File: src/rtl/mips_io_controller_if.sv
// rtl/mips_io_controller_if.sv - data-memory bus between the core and the I/O controller
interface mips_io_controller_if #(
  parameter int DATA_WIDTH = 32
);
  logic [31:0]           Address;
  logic [DATA_WIDTH-1:0] WriteData;
  logic                  MemWrite;
  logic                  MemRead;
  logic                  Hit;
  logic [DATA_WIDTH-1:0] ReadData;

  modport master (
    output Address, WriteData, MemWrite, MemRead,
    input  Hit, ReadData
  );

  modport slave (
    input  Address, WriteData, MemWrite, MemRead,
    output Hit, ReadData
  );
endinterface

File: src/rtl/mips_io_controller.sv
// rtl/mips_io_controller.sv - memory-mapped port, edge capture, timer and interrupt block
module mips_io_controller #(
  parameter logic [31:0] BASE_ADDR     = 32'h1001_0040,
  parameter int          DATA_WIDTH    = 32,
  parameter int          PORT_IN_WIDTH = 8
) (
  input  logic                     clk,
  input  logic                     reset,
  mips_io_controller_if.slave      bus,
  input  logic [PORT_IN_WIDTH-1:0] PortIn,
  output logic [DATA_WIDTH-1:0]    PortOut,
  output logic                     Irq
);

  localparam logic [2:0] OFF_PORT_OUT    = 3'd0;
  localparam logic [2:0] OFF_PORT_IN     = 3'd1;
  localparam logic [2:0] OFF_EDGE_STAT   = 3'd2;
  localparam logic [2:0] OFF_TIMER_LOAD  = 3'd3;
  localparam logic [2:0] OFF_TIMER_CTRL  = 3'd4;
  localparam logic [2:0] OFF_IRQ_EN      = 3'd5;
  localparam logic [2:0] OFF_TIMER_COUNT = 3'd6;

  localparam logic [DATA_WIDTH-1:0] ONE = DATA_WIDTH'(1);

  // window decode: the upper 27 address bits select the 32-byte block
  logic       hit;
  logic       aligned;
  logic [2:0] offset;
  logic       wr_en;

  assign hit     = (bus.Address[31:5] == BASE_ADDR[31:5]);
  assign aligned = (bus.Address[1:0] == 2'b00);
  assign offset  = bus.Address[4:2];
  assign wr_en   = bus.MemWrite & hit & aligned;
  assign bus.Hit = hit;

  logic wr_port_out, wr_edge_stat, wr_load, wr_ctrl, wr_irq_en;

  assign wr_port_out  = wr_en & (offset == OFF_PORT_OUT);
  assign wr_edge_stat = wr_en & (offset == OFF_EDGE_STAT);
  assign wr_load      = wr_en & (offset == OFF_TIMER_LOAD);
  assign wr_ctrl      = wr_en & (offset == OFF_TIMER_CTRL);
  assign wr_irq_en    = wr_en & (offset == OFF_IRQ_EN);

  // registered state
  logic [DATA_WIDTH-1:0]    port_out;
  logic [PORT_IN_WIDTH-1:0] s1, s2, prev;
  logic [1:0]               warm;
  logic [PORT_IN_WIDTH-1:0] edge_stat;
  logic [DATA_WIDTH-1:0]    load;
  logic [DATA_WIDTH-1:0]    count;
  logic                     en, auto_rl, expd;
  logic [PORT_IN_WIDTH-1:0] edge_mask;
  logic                     timer_ie;

  logic [PORT_IN_WIDTH-1:0] rise;
  logic                     expire;

  // prev tracks s1 until the pipe holds post-reset samples, so a level already high
  // at reset release is taken as the baseline instead of a rising edge
  assign rise   = s2 & ~prev;
  assign expire = en & (count == ONE) & ~wr_load;

  // output port register
  always_ff @(posedge clk) begin
    if (!reset) begin
      port_out <= '0;
    end else if (wr_port_out) begin
      port_out <= bus.WriteData;
    end
  end

  // two-flop synchronizer plus the previous synchronized sample for edge detection
  always_ff @(posedge clk) begin
    if (!reset) begin
      s1   <= '0;
      s2   <= '0;
      prev <= '0;
      warm <= 2'd0;
    end else begin
      s1   <= PortIn;
      s2   <= s1;
      prev <= (warm == 2'd2) ? s2 : s1;
      if (warm != 2'd2) begin
        warm <= warm + 2'd1;
      end
    end
  end

  // sticky rising-edge flags; a new rise beats a same-cycle clear
  always_ff @(posedge clk) begin
    if (!reset) begin
      edge_stat <= '0;
    end else begin
      edge_stat <= (edge_stat & ~(wr_edge_stat ? bus.WriteData[PORT_IN_WIDTH-1:0] : '0)) | rise;
    end
  end

  // countdown timer: a load write beats counting; expiry reloads or stops the timer
  always_ff @(posedge clk) begin
    if (!reset) begin
      load    <= '0;
      count   <= '0;
      en      <= 1'b0;
      auto_rl <= 1'b0;
      expd    <= 1'b0;
    end else begin
      if (wr_load) begin
        load  <= bus.WriteData;
        count <= bus.WriteData;
      end else if (expire) begin
        count <= auto_rl ? load : '0;
      end else if (en && count > ONE) begin
        count <= count - ONE;
      end

      if (wr_ctrl) begin
        en      <= bus.WriteData[0];
        auto_rl <= bus.WriteData[1];
      end else if (expire && !auto_rl) begin
        en <= 1'b0;
      end

      expd <= (expd & ~(wr_ctrl & bus.WriteData[2])) | expire;
    end
  end

  // interrupt enables: edge mask and timer enable
  always_ff @(posedge clk) begin
    if (!reset) begin
      edge_mask <= '0;
      timer_ie  <= 1'b0;
    end else if (wr_irq_en) begin
      edge_mask <= bus.WriteData[PORT_IN_WIDTH-1:0];
      timer_ie  <= bus.WriteData[8];
    end
  end

  assign PortOut = port_out;
  assign Irq     = (|(edge_stat & edge_mask)) | (expd & timer_ie);

  // read mux: zero unless an aligned load hits the window
  always_comb begin
    logic [DATA_WIDTH-1:0] irq_en_word;
    irq_en_word                    = '0;
    irq_en_word[PORT_IN_WIDTH-1:0] = edge_mask;
    irq_en_word[8]                 = timer_ie;
    bus.ReadData = '0;
    if (bus.MemRead && hit && aligned) begin
      case (offset)
        OFF_PORT_OUT:    bus.ReadData = port_out;
        OFF_PORT_IN:     bus.ReadData = DATA_WIDTH'(s2);
        OFF_EDGE_STAT:   bus.ReadData = DATA_WIDTH'(edge_stat);
        OFF_TIMER_LOAD:  bus.ReadData = load;
        OFF_TIMER_CTRL:  bus.ReadData = DATA_WIDTH'({expd, auto_rl, en});
        OFF_IRQ_EN:      bus.ReadData = irq_en_word;
        OFF_TIMER_COUNT: bus.ReadData = count;
        default:         bus.ReadData = '0;
      endcase
    end
  end

endmodule

File: src/flat_wrapper.sv
// flat-port wrapper written by rule: the top's interface ports become plain ports
module mips_io_controller_flat 
#(
  parameter logic [31:0] BASE_ADDR     = 32'h1001_0040,
  parameter int          DATA_WIDTH    = 32,
  parameter int          PORT_IN_WIDTH = 8
)
  (clk, reset, PortIn, PortOut, Irq, bus_Address, bus_WriteData, bus_MemWrite, bus_MemRead, bus_Hit, bus_ReadData);
  mips_io_controller_if #(.DATA_WIDTH(DATA_WIDTH)) bus_i ();
  input  logic clk;
  input  logic reset;
  input  logic [PORT_IN_WIDTH-1:0] PortIn;
  output logic [DATA_WIDTH-1:0] PortOut;
  output logic Irq;
  input wire logic [$bits(bus_i.Address)-1:0] bus_Address;
  input wire logic [$bits(bus_i.WriteData)-1:0] bus_WriteData;
  input wire logic [$bits(bus_i.MemWrite)-1:0] bus_MemWrite;
  input wire logic [$bits(bus_i.MemRead)-1:0] bus_MemRead;
  output wire logic [$bits(bus_i.Hit)-1:0] bus_Hit;
  output wire logic [$bits(bus_i.ReadData)-1:0] bus_ReadData;
  assign bus_i.Address = bus_Address;
  assign bus_i.WriteData = bus_WriteData;
  assign bus_i.MemWrite = bus_MemWrite;
  assign bus_i.MemRead = bus_MemRead;
  assign bus_Hit = bus_i.Hit;
  assign bus_ReadData = bus_i.ReadData;
  mips_io_controller #(.BASE_ADDR(BASE_ADDR), .DATA_WIDTH(DATA_WIDTH), .PORT_IN_WIDTH(PORT_IN_WIDTH)) u_core (.clk(clk), .reset(reset), .bus(bus_i), .PortIn(PortIn), .PortOut(PortOut), .Irq(Irq));
endmodule
File: config.mk
export PLATFORM = sky130hd
export DESIGN_NAME = mips_io_controller_flat
export DESIGN_NICKNAME = d
export VERILOG_FILES = /design/src/rtl/mips_io_controller_if.sv /design/src/rtl/mips_io_controller.sv /design/src/flat_wrapper.sv
export SDC_FILE = /design/constraint.sdc
export NUM_CORES = 1
export LEC_CHECK = 0
export ABC_AREA = 1
export ABC_CLOCK_PERIOD_IN_PS = 2400
export CAP_MARGIN = 10
export CELL_PAD_IN_SITES_DETAIL_PLACEMENT = 1
export CELL_PAD_IN_SITES_GLOBAL_PLACEMENT = 1
export CORE_MARGIN = 2
export CORE_UTILIZATION = 38
export CTS_BUF_LIST = sky130_fd_sc_hd__clkbuf_8
export DETAILED_ROUTE_END_ITERATION = 12
export GPL_TIMING_DRIVEN = 1
export PLACE_DENSITY = 0.87
export SETUP_SLACK_MARGIN = 0.15
export SLEW_MARGIN = 30
export SYNTH_ARGS = -nofsm -noshare
export SYNTH_HDL_FRONTEND = slang
export SYNTH_SLANG_ARGS = --single-unit
File: constraint.sdc
create_clock -name clk -period 2.4 [get_ports clk]
set_input_delay 0.24 -clock clk [delete_from_list [all_inputs] [get_ports clk]]
set_output_delay 0.24 -clock clk [all_outputs]
set_load 0.02 [all_outputs]
==> impl_metrics.yaml <==
placement:
  post_dp_cell_area_sq_mm: 0.00961
  place.gp.congestion: 0.934
  hpwl_mm: 20.8
  port_buffers: 141
  dp.cells: 1567
  place_ws_ps: -346
logic_synthesis:
  ys_warn_count: 0
  synth_adder_area_share_pct: 0.494
  synth_most_common_cell: "nand2_1"
  synth_area_leader_cell: "dfxtp_1"
  synth_area_sq_mm: 0.00760
  post_synth.cell_area_avg_sq_um: 6.58
  synthMuxAreaShare_pct: 0
  post_synth_xor_area_fraction_pct: 2.76
  synth.distinct_cells: 41
  ys_seq_area_share_pct: 37.4
  syn_inst: 1156
  synth_compound_area_share_pct: 16.7
  synth-simple-area-share_pct: 33.7
  syn-num-nets: 1235
  synth_top_family_by_area: "simple AND/OR/NAND/NOR gates"
  synthDominantCellAreaShare_pct: 37.4
  synth-edff-count: 0
  synthTopCellsByArea: "dfxtp_1 (37%), nand2_1 (16%), nor2_1 (8.6%)"
  async_flop_share_pct: 0
  synth_commonest_cells: "nand2_1 (318), nor2_1 (174), dfxtp_1 (142)"
  synthFlopType: "dfxtp_1"
  synth.ff_latch_count: 142
worst_hold_path:
  min_path_type: "in -> reg"
  min-delay-start: "reset"
  hold_path_end: "u_core.edge_stat[4]"
  min_path_cells: 3
setup_path:
  slowest_stage: "dfxtp_1"
  cp.arrival_ps: 2660
  r2r-end: "u_core.count[19]"
  cpPeakStageDelay_ps: 400
  path_max_fanout: 28
  end_kind: "flip-flop"
  reg2reg_depth: 11
  cp.required_ps: 2780
  critPathMostFrequentCell: "nor2_1"
  crit_chain: "nor2_1 > nand2_1 > inv_1 > nand3_2 > nor2_1 > nand2_1 > nand2_4 > nand2_4 > buf_12 > o21ai_0 > nor2_1"
  cp-start-kind: "flip-flop"
  critPathKind: "reg -> reg"
  reg2reg_from: "u_core.count[2]"
  r2r_slack_ps: 120
route:
  drt-initial-drc-count: 616
  final_antenna_net_count: 0
  dr.pass1.iters: 5
  postRouteWirelength_mm: 30.8
  route.vias.total: 8815
  avgViaCountPerCell: 5.46
  drc: 0
  routedWlPerCell_um: 19.1
timing:
  worst_hold_slack_ps: 211
  finClkSkew_ps: 9.77
  slew_viol_final: 0
  min_period_over_period_pct: 94.9
  fin_ws_ps: 122
  setup_viol: 0
  relSlewSlack_pct: 59.6
  rsz0062_at_grt: "yes"
  finalHoldViolations: 0
  fmax_ghz: 0.439
  worst_pin_slew_ps: 605
  tns_ps: 0
  period_needed_ps: 2280
clock_tree:
  clock_latency_ps: 490
  cts_buffer_depth: 2
  cts.sinks: 142
  cts-root-buf: "clkbuf_8"
  clk_transition_reported_paths_ps: 100
  cts_tree: "yes"
  cts_buffers: 17
  htree_levels: 4
global_route:
  grt_max_degree: 93
  grt_pass1_wl_mm: 47.9
  antenna_found_initial: 0
  grt_pass1_vias: 9111
  grt_use_total_pct: 28.0
  grt_overflow: 0
final_layout:
  area_delta_synth_final_pct: 35.4
  multi_input_area_sq_mm: 0.00429
  nets: 1416
  drive_gt1_share_pct: 15.7
  fin_area_sq_mm: 0.0103
  n_antenna_cell: 0
  final_core_util_pct: 52.7
  nFillCells: 2586
  final-seq-area_sq_mm: 0.00284
  instances_no_fill: 1615
floorplanning:
  start_util_pct: 38.9
  boundaryPins: 142
  die_w_um: 145
  dieHeight_um: 145
  core.rowCount: 51
  core_area_sq_mm: 0.0195
  die-area_sq_mm: 0.0212
power_and_ir_drop:
  finalPower_mw: 4.95
  ir_drop_uv: 338
  p_leak_nw: 4.33
  p_per_area_mw_per_mm2: 481
run:
  maxCapViolCount: 0
outcome:
  status: "complete, no violations"
worst max-delay path: cells and delay by family, from the launching register on:
kind            cells  cell delay, ps
buf+inv             2             280
flops               1             400
compound gates      1             220
simple gates        8            1270
area by class of cell:
type / count / area share (%)
Timing Repair Buffer: 218 / 19.8
Clock inverter: 15 / 1.83
Multi-Input combinational cell: 860 / 41.7
Sequential cell: 142 / 27.6
Inverter: 98 / 3.57
Clock buffer: 17 / 2.27
Tap cell: 265 / 3.22
worst max-delay path by stage:
| stage | start | end | slack [ps] |
|---|---|---|---|
| 3_5_place_dp | bus_Address[28] | bus_ReadData[11] | -350 |
| 2_1_floorplan | bus_Address[19] | bus_ReadData[3] | 490 |
| 4_1_cts | bus_Address[13] | bus_ReadData[11] | 20 |
| 3_3_place_gp | bus_Address[6] | bus_ReadData[31] | -300 |
| 6_report | u_core.count[2] | u_core.count[19] | 120 |
| 5_1_grt | u_core.count[3] | u_core.count[19] | -0.2 |
power by group:
group	internal, mW	leakage, nW	switching, mW
clock	0.810	0.212	1.22
combinational	0.210	2.97	0.259
sequential	2.42	1.15	0.0341
kinds of logic (layout without fill, tap and decap cells):
group                    Yosys count  after routing
AO/OA/AOI/OAI                    229            229
XOR/XNOR                          24             24
adder cells (fa/ha/maj)            3              3
buffers and inverters            154            348
flip-flops                       142            142
AND/OR/NAND/NOR                  604            604
sequential cells by signal, indices dropped and copies added, names as in the netlist:
name / cells
u_core.prev: 8
u_core.edge_mask: 8
u_core.warm: 2
u_core.timer_ie: 1
u_core.s2: 8
u_core.edge_stat: 8
u_core.en: 1
u_core.load: 32
u_core.auto_rl: 1
u_core.expd: 1
u_core.count: 32
u_core.s1: 8
u_core.PortOut: 32
metal layers:
metal | up-vias | share of wire (%) | GRT usage, %
met3 | 64 | 6.7 | 5.24
met5 | - | 0 | 0
met1 | 4323 | 42 | 36.0
li1 | 4117 | - | -
met2 | 311 | 48 | 47.7
met4 | 0 | 2.9 | 9.02
timing repair:
| item | 4_1_cts | 5_1_grt |
|---|---|---|
| endpoints found under the setup margin | 35 | 51 |
| hold buffers | 0 | 0 |
| gates resized for setup | 175 | 74 |
| cloned | 1 | 0 |
| buffers inserted | 8 | 7 |
| pin swaps | 2 | 16 |
cell usage in the layout, fill, tap and decap left out, types with 7 or more instances in the layout:
cell and count:
buf_2 23, nor2_1 169, xnor2_1 11, nand3_1 48, dlymetal6s2s_1 14, buf_4 64, nand4_1 7, o21ai_0 89
o22ai_1 7, a31oi_1 14, nor2_2 7, a21oi_2 7, a21oi_1 71, clkdlybuf4s50_1 77, inv_2 14, xor2_1 13
o21ai_1 15, dfxtp_1 142, a31oi_4 8, dlygate4sd2_1 15, nor2_4 8, buf_6 10, inv_1 83, clkbuf_8 17
nand2_1 317, buf_12 11, nor3_1 26
Power figures use the tool's default switching activity.
